===== config.mk =====
export PLATFORM = sky130hd
export DESIGN_NAME = interpolate_flat
export DESIGN_NICKNAME = d
export VERILOG_FILES = /design/src/rtl/interpolate_if.sv /design/src/rtl/interpolate.sv /design/src/flat_wrapper.sv
export SDC_FILE = /design/constraint.sdc
export NUM_CORES = 1
export LEC_CHECK = 0
export CORE_UTILIZATION = 49
export DETAILED_ROUTE_END_ITERATION = 6
export PLACE_DENSITY_LB_ADDON = 0.3
export SYNTH_ARGS = -nofsm -noshare
export SYNTH_HDL_FRONTEND = slang
export SYNTH_SLANG_ARGS = --single-unit

===== constraint.sdc =====
create_clock -name clk -period 2 [get_ports clk]
set_clock_uncertainty 0.1 [all_clocks]
set_input_delay 0.4 -clock clk [delete_from_list [all_inputs] [get_ports clk]]
set_output_delay 0.4 -clock clk [all_outputs]
set_load 0.03 [all_outputs]

===== src/rtl/interpolate_if.sv =====
// Sample-strobe bundle between the sample source and the interpolator.
// master drives samples in; slave is the interpolator.
interface interpolate_if #(
    parameter int DATA_IN_BITS       = 17,
    parameter int DATA_OUT_BITS      = 17,
    parameter int INTERPOLATION_BITS = 5
);
    logic                          data_in_ready;
    logic [DATA_IN_BITS-1:0]       data_in;
    logic                          data_out_ready;
    logic [DATA_OUT_BITS-1:0]      data_out;
    logic [INTERPOLATION_BITS-1:0] phase;
    logic                          busy;
    logic                          overrun;

    modport master (
        output data_in_ready, data_in,
        input  data_out_ready, data_out, phase, busy, overrun
    );

    modport slave (
        input  data_in_ready, data_in,
        output data_out_ready, data_out, phase, busy, overrun
    );
endinterface


===== src/rtl/interpolate.sv =====
// Sample-rate interpolator: each input sample is re-emitted INTERPOLATION_NUM times,
// OUT_PERIOD clocks apart, with a 1-deep pending buffer and overrun pulse.
//
//  state | meaning
//  IDLE  | no sample in flight; next data_in_ready starts phase 0 on the following cycle
//  RUN   | emitting phases of cur; pace_cnt counts down to the next strobe
module interpolate #(
    parameter int DATA_IN_BITS       = 17,
    parameter int DATA_OUT_BITS      = 17,
    parameter int INTERPOLATION_NUM  = 32,
    parameter int INTERPOLATION_BITS = 5,
    parameter int OUT_PERIOD         = 4,
    parameter int PERIOD_BITS        = 3,
    parameter int ZERO_STUFF         = 0
) (
    input logic          clk,
    input logic          rst,
    interpolate_if.slave bus
);
    typedef enum logic {IDLE, RUN} state_t;

    localparam logic [INTERPOLATION_BITS-1:0] PHASE_LAST =
        INTERPOLATION_BITS'(INTERPOLATION_NUM - 1);
    localparam logic [PERIOD_BITS-1:0] PACE_LOAD = PERIOD_BITS'(OUT_PERIOD - 1);

    state_t                   state;
    logic [PERIOD_BITS-1:0]   pace_cnt;
    logic [DATA_IN_BITS-1:0]  cur;
    logic [DATA_IN_BITS-1:0]  pend;
    logic                     pend_valid;
    logic [DATA_IN_BITS-1:0]  next_sample;
    logic [DATA_OUT_BITS-1:0] next_wide;
    logic                     pace_done;
    logic                     decide;

    assign pace_done = (state == RUN) && (pace_cnt == '0);
    // Decision cycle: one full period after the last phase strobe of cur.
    assign decide    = pace_done && (bus.phase == PHASE_LAST);

    always_comb begin
        next_sample = cur;
        if (state == IDLE) begin
            next_sample = bus.data_in;
        end else if (decide) begin
            next_sample = pend_valid ? pend : bus.data_in;
        end
    end

    generate
        if (DATA_OUT_BITS > DATA_IN_BITS) begin : g_sext
            assign next_wide = {{(DATA_OUT_BITS-DATA_IN_BITS){next_sample[DATA_IN_BITS-1]}},
                                next_sample};
        end else if (DATA_OUT_BITS == DATA_IN_BITS) begin : g_same
            assign next_wide = next_sample;
        end else begin : g_trunc
            logic unused_lsbs;
            assign unused_lsbs = ^next_sample[DATA_IN_BITS-DATA_OUT_BITS-1:0];
            assign next_wide   = next_sample[DATA_IN_BITS-1 -: DATA_OUT_BITS];
        end
    endgenerate

    always_ff @(posedge clk or negedge rst) begin
        if (!rst) begin
            state              <= IDLE;
            pace_cnt           <= '0;
            cur                <= '0;
            pend               <= '0;
            pend_valid         <= 1'b0;
            bus.data_out_ready <= 1'b0;
            bus.data_out       <= '0;
            bus.phase          <= '0;
            bus.busy           <= 1'b0;
            bus.overrun        <= 1'b0;
        end else begin
            bus.data_out_ready <= 1'b0;
            bus.overrun        <= 1'b0;
            case (state)
                IDLE: begin
                    if (bus.data_in_ready) begin
                        state              <= RUN;
                        cur                <= bus.data_in;
                        pace_cnt           <= PACE_LOAD;
                        bus.data_out_ready <= 1'b1;
                        bus.data_out       <= next_wide;
                        bus.phase          <= '0;
                        bus.busy           <= 1'b1;
                    end
                end
                RUN: begin
                    if (!pace_done) begin
                        pace_cnt <= pace_cnt - PERIOD_BITS'(1);
                    end
                    if (decide) begin
                        if (pend_valid || bus.data_in_ready) begin
                            cur                <= next_sample;
                            pace_cnt           <= PACE_LOAD;
                            bus.data_out_ready <= 1'b1;
                            bus.data_out       <= next_wide;
                            bus.phase          <= '0;
                            // Pending promoted while a new sample arrives: it refills pending, no overrun.
                            pend_valid         <= pend_valid && bus.data_in_ready;
                            if (pend_valid && bus.data_in_ready) begin
                                pend <= bus.data_in;
                            end
                        end else begin
                            state    <= IDLE;
                            bus.busy <= 1'b0;
                        end
                    end else begin
                        if (pace_done) begin
                            pace_cnt           <= PACE_LOAD;
                            bus.data_out_ready <= 1'b1;
                            bus.phase          <= bus.phase + INTERPOLATION_BITS'(1);
                            bus.data_out       <= (ZERO_STUFF != 0) ? '0 : next_wide;
                        end
                        if (bus.data_in_ready) begin
                            pend       <= bus.data_in;
                            pend_valid <= 1'b1;
                            if (pend_valid) begin
                                bus.overrun <= 1'b1;
                            end
                        end
                    end
                end
                default: state <= IDLE;
            endcase
        end
    end
endmodule


===== src/flat_wrapper.sv =====
// flat-port wrapper written by rule: the top's interface ports become plain ports
module interpolate_flat 
#(
    parameter int DATA_IN_BITS       = 17,
    parameter int DATA_OUT_BITS      = 17,
    parameter int INTERPOLATION_NUM  = 32,
    parameter int INTERPOLATION_BITS = 5,
    parameter int OUT_PERIOD         = 4,
    parameter int PERIOD_BITS        = 3,
    parameter int ZERO_STUFF         = 0
)
  (clk, rst, bus_data_in_ready, bus_data_in, bus_data_out_ready, bus_data_out, bus_phase, bus_busy, bus_overrun);
  interpolate_if #(.DATA_IN_BITS(DATA_IN_BITS), .DATA_OUT_BITS(DATA_OUT_BITS), .INTERPOLATION_BITS(INTERPOLATION_BITS)) bus_i ();
  input logic clk;
  input logic rst;
  input wire logic [$bits(bus_i.data_in_ready)-1:0] bus_data_in_ready;
  input wire logic [$bits(bus_i.data_in)-1:0] bus_data_in;
  output wire logic [$bits(bus_i.data_out_ready)-1:0] bus_data_out_ready;
  output wire logic [$bits(bus_i.data_out)-1:0] bus_data_out;
  output wire logic [$bits(bus_i.phase)-1:0] bus_phase;
  output wire logic [$bits(bus_i.busy)-1:0] bus_busy;
  output wire logic [$bits(bus_i.overrun)-1:0] bus_overrun;
  assign bus_i.data_in_ready = bus_data_in_ready;
  assign bus_i.data_in = bus_data_in;
  assign bus_data_out_ready = bus_i.data_out_ready;
  assign bus_data_out = bus_i.data_out;
  assign bus_phase = bus_i.phase;
  assign bus_busy = bus_i.busy;
  assign bus_overrun = bus_i.overrun;
  interpolate #(.DATA_IN_BITS(DATA_IN_BITS), .DATA_OUT_BITS(DATA_OUT_BITS), .INTERPOLATION_NUM(INTERPOLATION_NUM), .INTERPOLATION_BITS(INTERPOLATION_BITS), .OUT_PERIOD(OUT_PERIOD), .PERIOD_BITS(PERIOD_BITS), .ZERO_STUFF(ZERO_STUFF)) u_core (.clk(clk), .rst(rst), .bus(bus_i));
endmodule

# --- Word-level counts from Yosys, hierarchy flattened ---
# Cells that the tools add are included.
# Widths: inputs -> output; s select.
classes:
  add_sub_neg: 2
  n_eq_ne: 9
  mux: 42
  bitwise: 1
  reduce_logical: 11
ops:
  columns: ["op", "n"]
  rows:
  - ["$mux 17", 12]
  - ["$pmux 17 s2", 2]
  - ["$mux 5", 4]
  - ["$mux 3", 5]
  - ["$mux 1", 14]
  - ["$ne 2x2->1 const B", 6]
  - ["$reduce_and 3->1", 4]
  - ["$pmux 5 s2", 1]
  - ["$ne 3x3->1 const B", 2]
  - ["$pmux 1 s2", 3]
  - ["$pmux 3 s2", 1]
  - ["$add 5x1->5 const B", 1]
  - ["$eq 5x5->1 const B", 1]
  - ["$reduce_and 4->1", 1]
  - ["$logic_and 1x1->1", 3]
  - ["$logic_not 3->1", 1]
  - ["$sub 3x1->3 const B", 1]
  - ["$reduce_bool 2->1", 1]
  - ["$logic_or 1x1->1", 1]
  - ["$not 1->1", 1]
totals:
  ff_bits: 64
  in_bits: 20
  out_inout_bits: 25
  word_cells: 75

# --- Logic depth before layout (Yosys ltp) ---
# Gate-level depths: netlist (run 1).
depth:
  ltp_word: 8
  ltp_mapped: 9
  ltp_nobuf: 7

# --- Worst setup path before layout (run 1) ---
# OpenSTA, ideal clock, no wires.
synth_timing:
  path_type: "flip-flop to flip-flop"
  from: "register u_core.bus.phase[0]"
  to: "register u_core.pend[5]"
  setup_ns: 0.127
  arrival_time_ns: 2.102
  required_ns: 1.773
  setup_slack_ns: -0.330
  path_stages_with_launch: 10
  n_path_buf: 2
  synth_period_minus_slack_ns: 2.330
  cell_sequence: "dfrtp_1 > ha_1 > and3_1 > ha_1 > nand3b_2 > o21a_1 > buf_4 > nand2_8 > buf_12 > mux2_1"
synth_via:
  elab_chain_cells: 4
  elab_cells_between_ends: 7
  cone_classes: "eq/ne: 3; mux: 1; reduce/logical: 3"
synth_rtl:
  columns: ["element", "line_no", "text"]
  rows:
  - ["start, declared", "interpolate_if.sv:23", "output data_out_ready, data_out, phase, busy, overrun"]
  - ["start signal, assigned", "interpolate.sv:113", "bus.phase <= bus.phase + INTERPOLATION_BITS'(1);"]
  - ["$eq 5x5->1 (*)", "interpolate.sv:38", "assign decide = pace_done && (bus.phase == PHASE_LAST);"]
  - ["$logic_and 1x1->1 (*)", "interpolate.sv:38", null]
  - ["$ne 2x2->1 (no source line) / $reduce_bool 2->1 (equally long branches)", null, null]
  - ["$reduce_and 4->1 (no source line)", null, null]
  - ["end signal, assigned", "interpolate.sv:103", "pend <= bus.data_in;"]
  - ["end signal, assigned", "interpolate.sv:117", "pend <= bus.data_in;"]
  - ["end, declared", "interpolate.sv:29", "logic [DATA_IN_BITS-1:0] pend;"]
# Every way passes the cells marked *; elsewhere a longest branch is shown, timed or not.
# A chain may end at the register's enable or synchronous reset.

# --- Worst setup path in the final report (run 1) ---
layout_timing:
  from: "register u_core.bus.phase[1]"
  to: "register u_core.pend[8]"
# Same word-level chain as after synthesis.

==> results of run 1 <==
[cell type report]
class                   count  area [um^2]  share of cell area
flip-flops and latches     64         1600               0.388
inverters                   6         22.5             0.00545
well taps                  75         93.8              0.0227
clock inverters             4         20.0             0.00484
clock buffers              12          145              0.0351
multi-input cells         217         1530               0.370
repair buffers             76          719               0.174
[state kept, by name (all words and copies together) (netlist names)]
name	flops
u_core.bus.overrun	1
u_core.cur	17
u_core.bus.busy	1
u_core.bus.data_out	17
u_core.pace_cnt	3
u_core.state	1
u_core.bus.data_out_ready	1
u_core.pend	17
u_core.pend_valid	1
u_core.bus.phase	5
[Yosys cell counts (3+ instances only)]
cell type,count,area [um^2]
buf_4,3,22.5
buf_6,3,33.8
o21ai_0,48,240
a21oi_2,3,26.3
o31ai_1,20,150
nor2_1,21,78.8
mux2_4,9,135
buf_2,5,25.0
nor2b_1,15,93.8
nand3_1,4,20.0
o22ai_1,17,106
nand2_1,21,78.8
clkbuf_1,10,37.5
dfrtp_1,64,1600
nand2b_1,4,25.0
a21oi_1,20,100
ha_1,5,62.6
mux2_2,8,90.1
inv_1,6,22.5
[what timing repair did]
action | 4_1_cts | 5_1_grt
hold buffers | 1 | 0
endpoints found under the setup margin | 50 | 46
setup buffers | 0 | 3
endpoints found under the hold margin | 13 | 0
cloned | 0 | 1
pin swaps | 2 | 6
gates resized for setup | 12 | 33
[stage by stage]
step	hold slack (ps)	util	instance area (um^2)	TNS, ps	setup slack [ps]
5_1_grt	422	0.682	4140	-169	-44.0
3_3_place_gp	229	0.631	3820	-1180	-42.9
6_report	397	0.682	4140	0	39.5
4_1_cts	401	0.666	4040	0	3.62
2_1_floorplan	4.41	-	3220	-1350	-121
3_5_place_dp	224	0.631	3820	-4100	-163
[how the worst max path moves through the flow]
stage / slack, ps / startpoint / to
floorplan: -120 / u_core.bus.phase[1] / u_core.pend[0]
global placement: -40 / u_core.bus.phase[1] / u_core.cur[9]
detailed placement: -160 / u_core.bus.phase[1] / u_core.cur[10]
CTS: 4 / u_core.bus.phase[3] / bus_phase[3]
global route: -40 / u_core.bus.phase[1] / u_core.bus.data_out[13]
finish: 40 / u_core.bus.phase[1] / u_core.pend[8]
[per-layer routing]
| layer | up-vias | global-route usage | routed length (um) |
|---|---|---|---|
| met5 | - | 0 | 0 |
| met4 | 0 | 0.128 | 105 |
| met3 | 15 | 0.0670 | 560 |
| met2 | 122 | 0.414 | 4020 |
| met1 | 1359 | 0.322 | 3500 |
| li1 | 1250 | - | - |
[placed cells by master, fill, tap and decap left out, types with 6 or more instances in the layout]
cell / n
o31ai_1: 16
clkbuf_8: 10
o22ai_1: 16
a21oi_1: 20
o21ai_0: 33
dfrtp_1: 62
nor2_1: 21
buf_4: 25
inv_1: 6
clkdlybuf4s50_1: 38
mux2_4: 17
nor2b_1: 15
nand2_1: 20
o21ai_1: 15
[cell families after synthesis]
logic type | count (synthesis)
compound gates | 115
fa+ha+maj | 5
buf+inv | 28
flops | 64
mux | 20
simple gates | 76
[power by group through the flow]
stage	Sequential (mW)	Clock, mW	Combinational (mW)
after global routing	1.80	1.04	1.87
final	1.77	0.950	1.73
after CTS	1.76	0.970	1.69
after global placement	1.77	0	1.64
after detailed placement	1.78	0	1.69
after floorplan	2.13	0	0.622
[critical path: stages (launching register included)]
cell	delay [ps]
dfrtp_2	380
ha_4	140
and3_4	190
ha_4	160
nand3b_4	90
o21a_4	240
nand2_8	200
mux2_4	330
==> impl_metrics.csv, run 1 <==
group,metric,value,unit
clock_network,clock-sinks,64,
timing,worst_pin_slew,538,ps
worst_setup_path,critPathKind,"reg2reg",
synth,synth_fp_nets,333,
routing,wire_per_inst,18.0,um
global_route,grt_pass1_vias,2737,
clock_network,numCtsBuffers,9,
synth,synthCells,308,
pwr,power.share.combinational,0.388,
die,coreArea,6060,um^2
timing,relSlewSlack,0.636,
clock_network,clock_latency,330,ps
final_layout,fin_nets,399,
pwr,switching_share,0.359,
timing,finalSetupViolations,0,
clock_network,tritoncts,"yes",
synth,ys_types,38,
worst_hold_path,worstHoldStart,"u_core.bus.data_out[2]",
placement,io_buffers,44,
pwr,p_int,2.85,mW
synth,ys_async_sr_fraction,1.00,
run,cap_violations,0,
die,io_pins,45,
synth,synth_fa_ha_area_frac,0.0198,
final_layout,fin_cells,454,
synth,synth_compound_area_frac,0.216,
pwr,vdd_ir_drop_max,0.724,mV
synth,synthSimpleGateAreaFrac,0.125,
worst_hold_path,holdPathEnd,"u_core.bus.data_out[2]",
routing,firstDrtPassIters,5,
pwr,cellPowerDensity,1080,nW/um^2
die,die_w,82.3,um
worst_setup_path,worstSetupStartpointType,"flop",
timing,min_period_over_period,0.980,
status,outcome,"complete, no violations",
timing,rsz0062_at_grt,"yes",
synth,yosysWarnings,0,
timing,fmax,510,MHz
routing,wl,8190,um
global_route,grt_pass1_wl,12900,um
clock_network,cts.htree.levels,3,
synth,syn_avg_cell_area,10.3,um^2
synth,synthXorXnorAreaFrac,0,
clock_network,cts.path.max_buffers,2,
routing,drc,0,
routing,ant_nets,0,
global_route,antenna_found_initial,0,
global_route,grt_max_degree,52,
pwr,p_seq_frac,0.398,
global_route,overflow,0,
pwr,clkPwrFrac,0.214,
timing,period_minus_slack,1960,ps
final_layout,synthToLayoutAreaGrowth,30.8,%
die,die-height,82.3,um
worst_hold_path,whs_path_depth,2,
synth,synth_area,3160,um^2
synth,ys_seq_area_frac,0.507,
worst_setup_path,ff2ff_path_depth,7,
die,initial_core_util,0.522,
placement,gp_congestion,0.800,
routing,viasPerCell,6.05,
placement,place_inst,433,
global_route,grt_usage,0.258,
final_layout,drive_gt1_frac,0.232,
clock_network,root_buffer,"clkbuf_8",
timing,slew_viol_final,0,
routing,vias,2746,
routing,first_iter_violations,277,
synth,ys_ff_latch,64,
pwr,leakagePower,1.83,nW
worst_setup_path,crit_required,2110,ps
die,dieArea,6780,um^2
synth,synthMuxAreaShare,0.0811,
worst_hold_path,hold_path.class,"reg2reg",
pwr,switchingPower,1.59,mW
clock_network,clk_pin_slew_worst_paths,70,ps
die,fp-row-count,28,
worst_setup_path,regToRegEndpoint,"u_core.pend[8]",
synth,synth_edf_count,0,
worst_setup_path,worstReg2RegStart,"u_core.bus.phase[1]",
worst_setup_path,arrival,2070,ps
final_layout,n_antenna_cell,0,
worst_setup_path,cp-end-kind,"flop",
final_layout,fillers,471,
synth,synth_top_family_by_area,"compound AO/OA/AOI/OAI gates",
timing,hold_violations,0,
pwr,p_total,4.45,mW
synth,ys.flop_type,"dfrtp_1",
worst_setup_path,ff2ff_setup_slack,40,ps
worst_setup_path,crit_fanout,17,
placement,hpwl,5230,um
(Power assumes the default switching activity.)
==> inputs of run 2 (changes only) <==
--- a/config.mk
+++ b/config.mk
@@ -5,7 +5,7 @@
 export SDC_FILE = /design/constraint.sdc
 export NUM_CORES = 1
 export LEC_CHECK = 0
-export CORE_UTILIZATION = 49
+export CORE_UTILIZATION = 45
 export DETAILED_ROUTE_END_ITERATION = 6
 export PLACE_DENSITY_LB_ADDON = 0.3
 export SYNTH_ARGS = -nofsm -noshare
==> constraint.sdc (replaced) <==
create_clock -name clk -period 2.3 [get_ports clk]
set_clock_uncertainty 0.1 [all_clocks]
set_input_delay 0.46 -clock clk [delete_from_list [all_inputs] [get_ports clk]]
set_output_delay 0.46 -clock clk [all_outputs]
set_load 0.03 [all_outputs]
==> run 2 against run 1 <==
Utilization fell by 9.2 points. Worst setup slack better by 84 ps. Non-clock buffer count is 6 lower. First-iteration DRC count is 47% lower. Power is 15% lower. Global-route usage fell by 3.4 points. Sequential cell count stayed put. Clock power down 8.3%. Routed wire length down 6.7%. Combinational power is 21% lower.
==> impl_metrics.csv, run 2 (same netlist as run 1, synthesis figures left out) <==
group,metric,value,unit
clock_network,cts.path.max_buffers,2,
worst_setup_path,crit_fanout,5,
final_layout,final_core_util,0.590,
timing,min_period_over_period,0.946,
placement,gp_congestion,0.807,
timing,hold_ws,403,ps
worst_setup_path,cp-end-kind,"flop",
clock_network,clk_pin_slew_worst_paths,70,ps
routing,ant_nets,0,
timing,rsz0062_at_grt,"no",
clock_network,clock-sinks,64,
worst_setup_path,worstSetupStartpointType,"flop",
routing,wl,7640,um
global_route,grt_usage,0.224,
pwr,p_total,3.77,mW
die,io_pins,45,
worst_hold_path,hold_path.class,"reg2reg",
timing,slew_viol_final,0,
die,initial_core_util,0.465,
worst_setup_path,crit_required,2460,ps
routing,firstDrtPassIters,5,
die,dieArea,7370,um^2
clock_network,numCtsBuffers,9,
final_layout,layout_commonest_cell,"dfrtp_1",
global_route,grt_pass1_vias,2638,
timing,hold_violations,0,
routing,vias,2608,
clock_network,tritoncts,"yes",
clock_network,root_buffer,"clkbuf_8",
routing,wl_met2,3630,um
status,outcome,"complete, no violations",
timing,finalSetupViolations,0,
global_route,antenna_found_initial,0,
pwr,leakagePower,1.70,nW
placement,io_buffers,44,
timing,period_minus_slack,2180,ps
routing,viasPerCell,5.58,
timing,setup_slack,124,ps
die,die-height,85.8,um
worst_setup_path,arrival,2340,ps
final_layout,fin_nets,392,
final_layout,fillers,597,
clock_network,cts.htree.levels,3,
placement,place_ws,-40.1,ps
global_route,grt_max_degree,46,
run,cap_violations,0,
pwr,vdd_ir_drop_max,0.571,mV
routing,first_iter_violations,148,
routing,dr.max_layer_used,"met4",
worst_setup_path,critPathKind,"reg2reg",
final_layout,drive_gt1_frac,0.191,
timing,tns,0,ps
die,die_w,85.8,um
die,coreArea,6790,um^2
timing,relSlewSlack,0.617,
final_layout,top_regs,"u_core.bus.data_out: 17 flops, u_core.cur: 17 flops, u_core.pend: 17 flops",
final_layout,synthToLayoutAreaGrowth,26.8,%
routing,dr_wl_met3,388,um
final_layout,mostFrequentLayoutCells,"dfrtp_1, o21ai_0, clkdlybuf4s50_1, buf_4",
die,fp-row-count,30,
routing,drc,0,
global_route,grt_pass1_wl,12600,um
final_layout,n_antenna_cell,0,
routing,wl_met1,3460,um
timing,fmax,460,MHz
timing,worst_pin_slew,573,ps
clock_network,clock_latency,340,ps
global_route,overflow,0,
placement,hpwl,5050,um
routing,wire_per_inst,16.3,um
pwr,cellPowerDensity,940,nW/um^2
-- run 2: changes by cell type in the layout (fill, tap and decap cells not counted), sizes merged --
cell,change
or2,-1
clkdlybuf4s50,+5
dlygate4sd2,-3
clkinvlp,+2
clkinv,-4
dlymetal6s2s,-2
buf,-6
clkbuf,+1
-- run 2: metrics by stage --
stage                     area [um^2]  instances
after floorplan                  3160        308
after global placement           3770        449
after detailed placement         3770        449
after CTS                        3970        465
after global routing             4010        467
final                            4010        467
-- run 2: metal layers --
metal,up-vias,track usage
met5,-,0
met4,0,0.124
met3,15,0.0337
met2,97,0.357
met1,1272,0.295
li1,1224,-
-- run 2: final cells by class --
class	count	area, um^2	share of cell area
Sequential cell	64	1600	0.400
Multi-Input combinational cell	216	1440	0.358
Timing Repair Buffer	70	653	0.163
Clock buffer	13	159	0.0396
Tap cell	96	120	0.0300
Inverter	6	22.5	0.00562
Clock inverter	2	15.0	0.00375
-- run 2: worst max-delay path, stage by stage, from the launching register on --
cell and delay [ps]:
dfrtp_2 430, ha_2 190, and3_1 190, ha_2 200
nand2b_1 100, a21oi_2 80, buf_6 160, or4_4 500
a21oi_2 140
-- run 2: worst paths after layout --
path / start / to / slack (ps) / depth (start not counted)
setup reg to reg: u_core.bus.phase[0] / u_core.bus.phase[3] / 120 / 8
setup / recovery: u_core.bus.phase[0] / u_core.bus.phase[3] / 120 / 8
hold / removal: u_core.pend[5] / u_core.pend[5] / 400 / 1
max in group asynchronous: rst / u_core.cur[16] / 970 / 3
min in group asynchronous: rst / u_core.bus.data_out_ready / 520 / 2
hold reg to reg: u_core.pend[5] / u_core.pend[5] / 400 / 1
-- run 2: what timing repair did --
| item | CTS | global route |
|---|---|---|
| hold buffers | 1 | 0 |
| pin swaps | 0 | 0 |
| resized for setup | 4 | 6 |
| hold endpoints to repair | 10 | 0 |
| setup endpoints to repair | 25 | 37 |
| buffers inserted | 0 | 2 |
-- run 2: power by group --
group          internal, mW  switching [mW]  leakage (nW)
clock                 0.445           0.426        0.0817
combinational         0.608           0.760         0.829
sequential             1.38           0.154         0.793
total                  2.43            1.34          1.70
==> inputs of run 3 (changes only) <==
--- a/config.mk
+++ b/config.mk
@@ -6,8 +6,10 @@
 export NUM_CORES = 1
 export LEC_CHECK = 0
 export CORE_UTILIZATION = 45
+export CTS_CLUSTER_SIZE = 20
 export DETAILED_ROUTE_END_ITERATION = 6
 export PLACE_DENSITY_LB_ADDON = 0.3
+export SLEW_MARGIN = 25
 export SYNTH_ARGS = -nofsm -noshare
 export SYNTH_HDL_FRONTEND = slang
 export SYNTH_SLANG_ARGS = --single-unit
==> results of run 3 <==
No change in the layout: final DEF, timing and power equal those of run 2.
